===== config.mk =====
export PLATFORM = sky130hd
export DESIGN_NAME = game_sequencer
export DESIGN_NICKNAME = d
export VERILOG_FILES = /design/src/rtl/game_sequencer.sv
export SDC_FILE = /design/constraint.sdc
export NUM_CORES = 1
export LEC_CHECK = 0
export ABC_AREA = 1
export BUFFER_PORTS_ARGS = -buffer_cell sky130_fd_sc_hd__clkbuf_2
export CORE_ASPECT_RATIO = 1.2
export CORE_MARGIN = 1.5
export CORE_UTILIZATION = 49
export DETAILED_ROUTE_END_ITERATION = 16
export PLACE_DENSITY = 0.79
export REMOVE_ABC_BUFFERS = 1
export SYNTH_ARGS = -nofsm -noshare
export SYNTH_HDL_FRONTEND = slang
export SYNTH_SLANG_ARGS = --single-unit

===== constraint.sdc =====
create_clock -name clk -period 1.4 [get_ports clk]
set_input_delay 0.07 -clock clk [delete_from_list [all_inputs] [get_ports clk]]
set_output_delay 0.07 -clock clk [all_outputs]
set_load 0.1 [all_outputs]

===== src/rtl/game_sequencer.sv =====
`default_nettype none
// ============================================================================
// Module      : game_sequencer
// Description : Game-flow controller for the DDR arrow game. Steps the session
//               through IDLE, COUNTDOWN, PLAY, PAUSE and GAMEOVER, owns the
//               lives / level / hit counters and derives the metronome divisor.
// Ports       : clk             - system clock (100 MHz)
//               reset           - synchronous active-high reset
//               start_i         - single-cycle start request
//               pause_sw_i      - level, high requests pause
//               beat_tick_i     - single-cycle pulse once per metronome beat
//               correct_hit_i   - single-cycle pulse from collision logic
//               incorrect_hit_i - single-cycle pulse from collision logic
//               game_state_o    - IDLE=0 COUNTDOWN=1 PLAY=2 PAUSE=3 GAMEOVER=4
//               lives_o         - remaining lives
//               level_o         - current level, 0..MAX_LEVEL
//               beat_div_o      - metronome divisor for the clock module
//               countdown_o     - beats remaining in COUNTDOWN, 0 otherwise
//               play_en_o       - high exactly while game_state_o == PLAY
//               clear_score_o   - one-cycle pulse clearing score and combo
// Revision    : 1.0 - initial release
// ============================================================================
module game_sequencer #(
   parameter int START_LIVES     = 3,
   parameter int HITS_PER_LEVEL  = 8,
   parameter int MAX_LEVEL       = 7,
   parameter int BASE_DIV        = 100000000,
   parameter int DIV_STEP        = 10000000,
   parameter int COUNTDOWN_BEATS = 3,
   parameter int GAMEOVER_BEATS  = 5
) (
   input  logic        clk,
   input  logic        reset,
   input  logic        start_i,
   input  logic        pause_sw_i,
   input  logic        beat_tick_i,
   input  logic        correct_hit_i,
   input  logic        incorrect_hit_i,
   output logic [2:0]  game_state_o,
   output logic [2:0]  lives_o,
   output logic [2:0]  level_o,
   output logic [26:0] beat_div_o,
   output logic [1:0]  countdown_o,
   output logic        play_en_o,
   output logic        clear_score_o
);

   localparam int HCW = $clog2(HITS_PER_LEVEL + 1);
   localparam int BCW = $clog2(GAMEOVER_BEATS + 1);

   localparam logic [2:0]     c_START_LIVES = 3'(START_LIVES);
   localparam logic [2:0]     c_MAX_LEVEL   = 3'(MAX_LEVEL);
   localparam logic [26:0]    c_BASE_DIV    = 27'(BASE_DIV);
   localparam logic [26:0]    c_DIV_STEP    = 27'(DIV_STEP);
   localparam logic [1:0]     c_CD_BEATS    = 2'(COUNTDOWN_BEATS);
   localparam logic [HCW-1:0] c_HIT_LAST    = HCW'(HITS_PER_LEVEL - 1);
   localparam logic [BCW-1:0] c_GO_LAST     = BCW'(GAMEOVER_BEATS - 1);

   typedef enum logic [2:0] {
      ST_IDLE      = 3'd0,
      ST_COUNTDOWN = 3'd1,
      ST_PLAY      = 3'd2,
      ST_PAUSE     = 3'd3,
      ST_GAMEOVER  = 3'd4
   } state_t;

   state_t         state_q,    state_d;
   logic [2:0]     lives_q,    lives_d;
   logic [2:0]     level_q,    level_d;
   logic [26:0]    beat_div_q, beat_div_d;
   logic [1:0]     cd_q,       cd_d;
   logic           play_en_q,  play_en_d;
   logic           clr_q,      clr_d;
   logic [HCW-1:0] hit_cnt_q,  hit_cnt_d;
   logic [BCW-1:0] beat_cnt_q, beat_cnt_d;
   logic           w_start;

   // ------------------------------------------------------------------------
   // Next-state logic
   // ------------------------------------------------------------------------
   always_comb begin
      state_d    = state_q;
      lives_d    = lives_q;
      level_d    = level_q;
      beat_div_d = beat_div_q;
      cd_d       = cd_q;
      hit_cnt_d  = hit_cnt_q;
      beat_cnt_d = beat_cnt_q;
      clr_d      = 1'b0;
      w_start    = 1'b0;

      case (state_q)
         ST_IDLE: begin
            if (start_i) w_start = 1'b1;
         end

         ST_COUNTDOWN: begin
            // Pause freezes the countdown rather than leaving the state.
            if (beat_tick_i && !pause_sw_i) begin
               if (cd_q <= 2'd1) begin
                  cd_d    = 2'd0;
                  state_d = ST_PLAY;
               end else begin
                  cd_d = cd_q - 2'd1;
               end
            end
         end

         ST_PLAY: begin
            // A miss outranks a simultaneous hit; the hit is dropped.
            if (incorrect_hit_i) begin
               if (lives_q <= 3'd1) begin
                  lives_d    = 3'd0;
                  state_d    = ST_GAMEOVER;
                  beat_cnt_d = '0;
               end else begin
                  lives_d = lives_q - 3'd1;
               end
            end else if (correct_hit_i) begin
               if (hit_cnt_q == c_HIT_LAST) begin
                  // At the top level the counter simply wraps.
                  hit_cnt_d = '0;
                  if (level_q < c_MAX_LEVEL) begin
                     level_d    = level_q + 3'd1;
                     beat_div_d = beat_div_q - c_DIV_STEP;
                  end
               end else begin
                  hit_cnt_d = hit_cnt_q + 1'b1;
               end
            end
            // Game over takes precedence over a pause request.
            if (pause_sw_i && (state_d == ST_PLAY)) state_d = ST_PAUSE;
         end

         ST_PAUSE: begin
            if (!pause_sw_i) state_d = ST_PLAY;
         end

         ST_GAMEOVER: begin
            if (start_i) begin
               w_start = 1'b1;
            end else if (beat_tick_i) begin
               if (beat_cnt_q >= c_GO_LAST) begin
                  beat_cnt_d = '0;
                  state_d    = ST_IDLE;
               end else begin
                  beat_cnt_d = beat_cnt_q + 1'b1;
               end
            end
         end

         default: begin
            // Unused encodings fall back to IDLE.
            state_d    = ST_IDLE;
            cd_d       = 2'd0;
            beat_cnt_d = '0;
         end
      endcase

      // Session start: shared by IDLE and GAMEOVER.
      if (w_start) begin
         state_d    = ST_COUNTDOWN;
         clr_d      = 1'b1;
         lives_d    = c_START_LIVES;
         level_d    = 3'd0;
         beat_div_d = c_BASE_DIV;
         hit_cnt_d  = '0;
         beat_cnt_d = '0;
         cd_d       = c_CD_BEATS;
      end

      play_en_d = (state_d == ST_PLAY);
   end

   // ------------------------------------------------------------------------
   // State registers
   // ------------------------------------------------------------------------
   always_ff @(posedge clk) begin
      if (reset) begin
         state_q    <= ST_IDLE;
         lives_q    <= c_START_LIVES;
         level_q    <= 3'd0;
         beat_div_q <= c_BASE_DIV;
         cd_q       <= 2'd0;
         play_en_q  <= 1'b0;
         clr_q      <= 1'b0;
         hit_cnt_q  <= '0;
         beat_cnt_q <= '0;
      end else begin
         state_q    <= state_d;
         lives_q    <= lives_d;
         level_q    <= level_d;
         beat_div_q <= beat_div_d;
         cd_q       <= cd_d;
         play_en_q  <= play_en_d;
         clr_q      <= clr_d;
         hit_cnt_q  <= hit_cnt_d;
         beat_cnt_q <= beat_cnt_d;
      end
   end

   assign game_state_o  = state_q;
   assign lives_o       = lives_q;
   assign level_o       = level_q;
   assign beat_div_o    = beat_div_q;
   assign countdown_o   = cd_q;
   assign play_en_o     = play_en_q;
   assign clear_score_o = clr_q;

endmodule
`default_nettype wire


* Word-level counts from Yosys, hierarchy flattened *
Cells that the tools add are included.

operators by class
  add/subtract/negate cells = 6
  multiply operators = 0
  div/mod/pow operators = 0
  $lt $le $gt $ge = 4
  eq/ne operators = 13
  shift operators = 0
  muxes and demuxes = 27
  bitwise operators = 2
  reductions and logical operators = 13

operators with widths
  operator                  number
  $mux W3                   17
  $sub A27 B24 Y27 const B  1
  $pmux W3 S5               1
  $eq A3 B2 Y1 const B      4
  $reduce_and A5 Y1         2
  $pmux W3 S3               1
  $ne A2 B2 Y1 const B      4
  $add A3 B1 Y3 const B     2
  $mux W2                   3
  $add A4 B1 Y4 const B     1
  $eq A4 B3 Y1 const B      1
  $mux W4                   1
  $pmux W2 S2               1
  $reduce_and A2 Y1         2
  $reduce_or A2 Y1          2
  $reduce_or A4 Y1          1
  $eq A3 B1 Y1 const B      1
  $eq A3 B3 Y1 const B      1
  $ge A3 B3 Y1 const B      1
  $le A3 B1 Y1 const B      1
  $logic_not A3 Y1          1
  $lt A3 B3 Y1 const B      1
  $mux W1                   3
  $ne A3 B3 Y1 const B      1
  other kinds (9)           11

word-level totals
  bits in registers = 47
  bits in latches = 0
  memory bits (writable) = 0
  bits in read-only memories = 0
  output and inout bits = 40
  logic and storage cells = 74
  memories = 0

* Logic depth before layout (Yosys ltp) *
  word-level depth = 10
  depth in mapped cells = 12

* Worst setup path after synthesis *
OpenSTA, ideal clock, no wires.

  path kind = reg-to-reg
  from = reg beat_div_q[7], in the netlist beat_div_o[7]
  to = reg beat_div_q[25], in the netlist beat_div_o[25]
  library setup time = 120 ps
  data arrival time = 2164 ps
  data required time = 1280 ps
  setup slack = -884 ps
  cell stages (with the launch flop) = 13
  path buffers = 0
  period minus slack after synthesis = 2284 ps
  cells stage by stage = dfxtp_1 -> inv_1 -> ha_1 -> inv_1 -> nand4_1 -> nand3_1 -> nand2_1 -> nand2_1 -> nand2_1 -> nand2_1 -> nand2_1 -> nand2_1 -> nor2_1

between the ends
  cells in the longest elaborated chain, start to end = 1

ends and longest elaborated chain
  element                 RTL line  source
  start, declared         70        logic [26:0] beat_div_q, beat_div_d;
  start signal, assigned  183       beat_div_q <= c_BASE_DIV;
  start signal, assigned  193       beat_div_q <= beat_div_d;
  $sub A27 B24 Y27        125       beat_div_d = beat_div_q - c_DIV_STEP;

Every way passes these cells.
A chain may end at the register's enable or synchronous reset.

* Worst setup path in the final report *
  from = reg beat_div_q[8], in the netlist beat_div_o[8]
  to = reg beat_div_q[21], in the netlist beat_div_o[21]

Same word-level chain as after synthesis.

==> results.py <==
metrics = {
    "layout": {
        "nets": 451,
        "final-instance-count-excl-fill": 496,
        "drive_above_1_share_pct": 39.7,
        "fillCellCount": 347,
        "diodes": 0,
        "fin_area_um2": 3280,
        "syn2layout_area_growth_pct": 39.9,
    },
    "floorplanning": {
        "core_um2": 4590,
        "num_rows": 27,
        "ios": 47,
        "die_w_um": 66.1,
        "start_util_pct": 51.0,
        "die_area_um2": 5210,
        "die_h_um": 78.7,
    },
    "worst_setup_path": {
        "startpoint_type": "register",
        "cp_max_fo": 5,
        "cp.arrival_ns": 1.67,
        "r2r-end": "beat_div_o[21]",
        "reg2reg_depth": 10,
        "crit_path_end_kind": "register",
        "rr_startpoint": "beat_div_o[8]",
        "r2r_setup_slack_ns": -0.07,
        "cp.required_ns": 1.60,
        "timing_worst_setup_path_type": "register to register",
    },
    "global_routing": {
        "antenna_found_initial": 0,
        "grt_max_degree": 17,
        "grt_pass1_vias": 2345,
        "grt_pass1_wl_um": 9610,
        "grt_overflow": 0,
        "grtUsageTotal_pct": 23.3,
    },
    "cts": {
        "cts_tree": "done",
        "cts_made_buffers": 5,
        "path_clk_slew_ns": 0.08,
        "root_buffer": "clkbuf_8",
        "clockBufferDepth": 2,
        "ctsHtreeMaxLevel": 2,
        "cts_hold_buf": 0,
        "worstSkewPairLatency_ns": 0.30,
        "clock_sinks": 40,
    },
    "synth": {
        "yosysTopAreaCell": "dfxtp_1",
        "synth_cells": 352,
        "synth_area_um2": 2340,
        "synth.avg_cell_area_um2": 6.65,
        "yosys.area.top_type_share_pct": 34.2,
        "ys_ff_latch": 40,
        "ys_seq_area_share_pct": 34.2,
        "synth_edf_count": 0,
        "async_reset_ff_share_pct": 0,
        "synthFlopType": "dfxtp_1",
        "yosys_warnings": 0,
        "yosys-top-cells-area": "dfxtp_1, nand2_1, inv_1, nor2_1, nand3_1",
        "synth_cell_type_count": 39,
    },
    "sta": {
        "tightest_slew_ns": 0.550,
        "setup_viol": 13,
        "hold_viol": 0,
        "timing.hold.ws_ns": 0.00756,
        "fin_crit_ns": 1.47,
        "setup_slack_ns": -0.0748,
        "fin_tns_setup_ns": -0.440,
        "fmax_mhz": 678,
        "skew_ns": 0.0110,
        "min_period_over_period_pct": 105,
        "slew_headroom_pct": 63.5,
        "slew_viol_final": 0,
        "grt_setup_unrepaired": "yes",
    },
    "drt": {
        "wl_um": 6640,
        "ant_nets": 0,
        "drc": 0,
        "first_pass_iters": 4,
        "routedWlPerCell_um": 13.4,
        "drtIter0Drc": 172,
        "via_count": 2637,
        "vias_per_cell": 5.32,
    },
    "placed_design": {
        "place.gp.congestion": 0.860,
        "dp.cells": 480,
        "placed_area_um2": 2850,
        "hpwl_um": 4300,
        "place.port_buffers": 39,
    },
    "pwr": {
        "p_leak_nw": 1.55,
        "p_per_area_nw_per_um2": 721,
        "finalPower_mw": 2.36,
        "ir_drop_uv": 581,
    },
    "min_path": {
        "worstHoldStart": "reset",
        "hold_path_class": "primary input to register",
        "min_path_cells": 2,
        "hold_end": "game_state_o[2]",
    },
    "run": {
        "cap_violations": 0,
    },
    "status": {
        "violations": "negative setup slack",
        "status": "finished, violations left",
    },
}
-- per-layer routing --
layer	global-route usage (%)	up-vias	routed length, um
met3	5.24	27	416
li1	-	1295	-
met1	26.6	1205	2520
met2	40.9	110	3460
met5	0	-	0
met4	10.0	0	240
-- how the worst max path moves through the flow --
stage	start	end	slack [ns]
floorplan	game_state_o[1]	lives_o[0]	-1.36
global placement	lives_o[1]	beat_cnt_q[0]	-0.08
detailed placement	lives_o[1]	beat_cnt_q[0]	-0.20
CTS	beat_div_o[7]	beat_div_o[25]	-0.02
global route	beat_div_o[8]	beat_div_o[21]	-0.20
finish	beat_div_o[8]	beat_div_o[21]	-0.07
-- per-stage QoR --
stage	util, %	setup slack [ns]
2_1_floorplan	-	-1.36
3_3_place_gp	62.1	-0.0793
3_5_place_dp	62.1	-0.203
4_1_cts	64.7	-0.0230
5_1_grt	71.3	-0.201
6_report	71.3	-0.0748
-- sequential cells by signal, indices dropped and copies added (netlist names) --
| name | flops |
|---|---|
| game_state_o | 3 |
| level_o | 3 |
| beat_div_o | 20 |
| clear_score_o | 1 |
| beat_cnt_q | 3 |
| play_en_o | 1 |
| countdown_o | 2 |
| hit_cnt_q | 4 |
| lives_o | 3 |
-- synth_stat cells, types with 3 or more instances --
| cell type | number |
|---|---|
| nand4_1 | 7 |
| nor3_1 | 5 |
| a21oi_1 | 20 |
| o21ai_0 | 20 |
| nor2_1 | 46 |
| buf_2 | 3 |
| nand2_1 | 80 |
| ha_1 | 7 |
| nand3_1 | 30 |
| inv_1 | 49 |
| dfxtp_1 | 40 |
| nor3_2 | 3 |
| buf_4 | 7 |
-- cell type report --
cell class	instances	area (um2)	share of cell area, %
Tap cell	58	72.6	2.22
Timing Repair Buffer	85	624	19.1
Multi-Input combinational cell	253	1470	44.8
Inverter	52	200	6.11
Sequential cell	40	820	25.0
Clock buffer	8	90.1	2.75
-- layout by cell type (no fill, tap or decap), types with 5 or more instances in the layout --
cell      count
a21oi_1      16
a21oi_2       6
buf_4        43
clkbuf_2     34
clkbuf_8      6
conb_1        7
dfxtp_1      27
dfxtp_2      12
ha_1          5
inv_1        43
inv_2         8
nand2_1      69
nand2_2      10
nand3_1      21
nand3_2      10
nand4_1       7
nor2_1       35
nor2_2        8
nor2_4        5
nor3_2        5
o21ai_0      12
o21ai_1       5
o21ai_2       5
-- what timing repair did --
item                                    4_1_cts  5_1_grt
buffers inserted                              1        5
gates resized for setup                      11       79
gates cloned                                  0        2
pin swaps                                     4       20
endpoints found under the setup margin        9       34
-- cell families (layout without fill, tap and decap cells) --
group,Yosys count,count (layout),share of synthesized area [%]
simple gates,184,184,36.0
fa+ha+maj,7,7,3.74
compound gates,53,53,12.6
buf+inv,65,145,12.6
xor+xnor,2,2,0.748
flops,40,40,34.2
other cells,1,7,0.160
-- power by group --
| group | total (mW) | internal, mW | switching, mW |
|---|---|---|---|
| sequential | 1.17 | 1.15 | 0.0145 |
| clock | 0.807 | 0.402 | 0.404 |
| combinational | 0.386 | 0.0797 | 0.307 |
-- worst max-delay path, cell delays in order, from the launching register on --
cell     delay (ns)
dfxtp_2        0.34
inv_2          0.05
ha_4           0.15
inv_2          0.05
nand4_1        0.23
nand4_1        0.20
nand3_1        0.10
nand3_2        0.08
nor2_1         0.04
nor2_1         0.09
nand2_1        0.06
(Power assumes the default switching activity.)
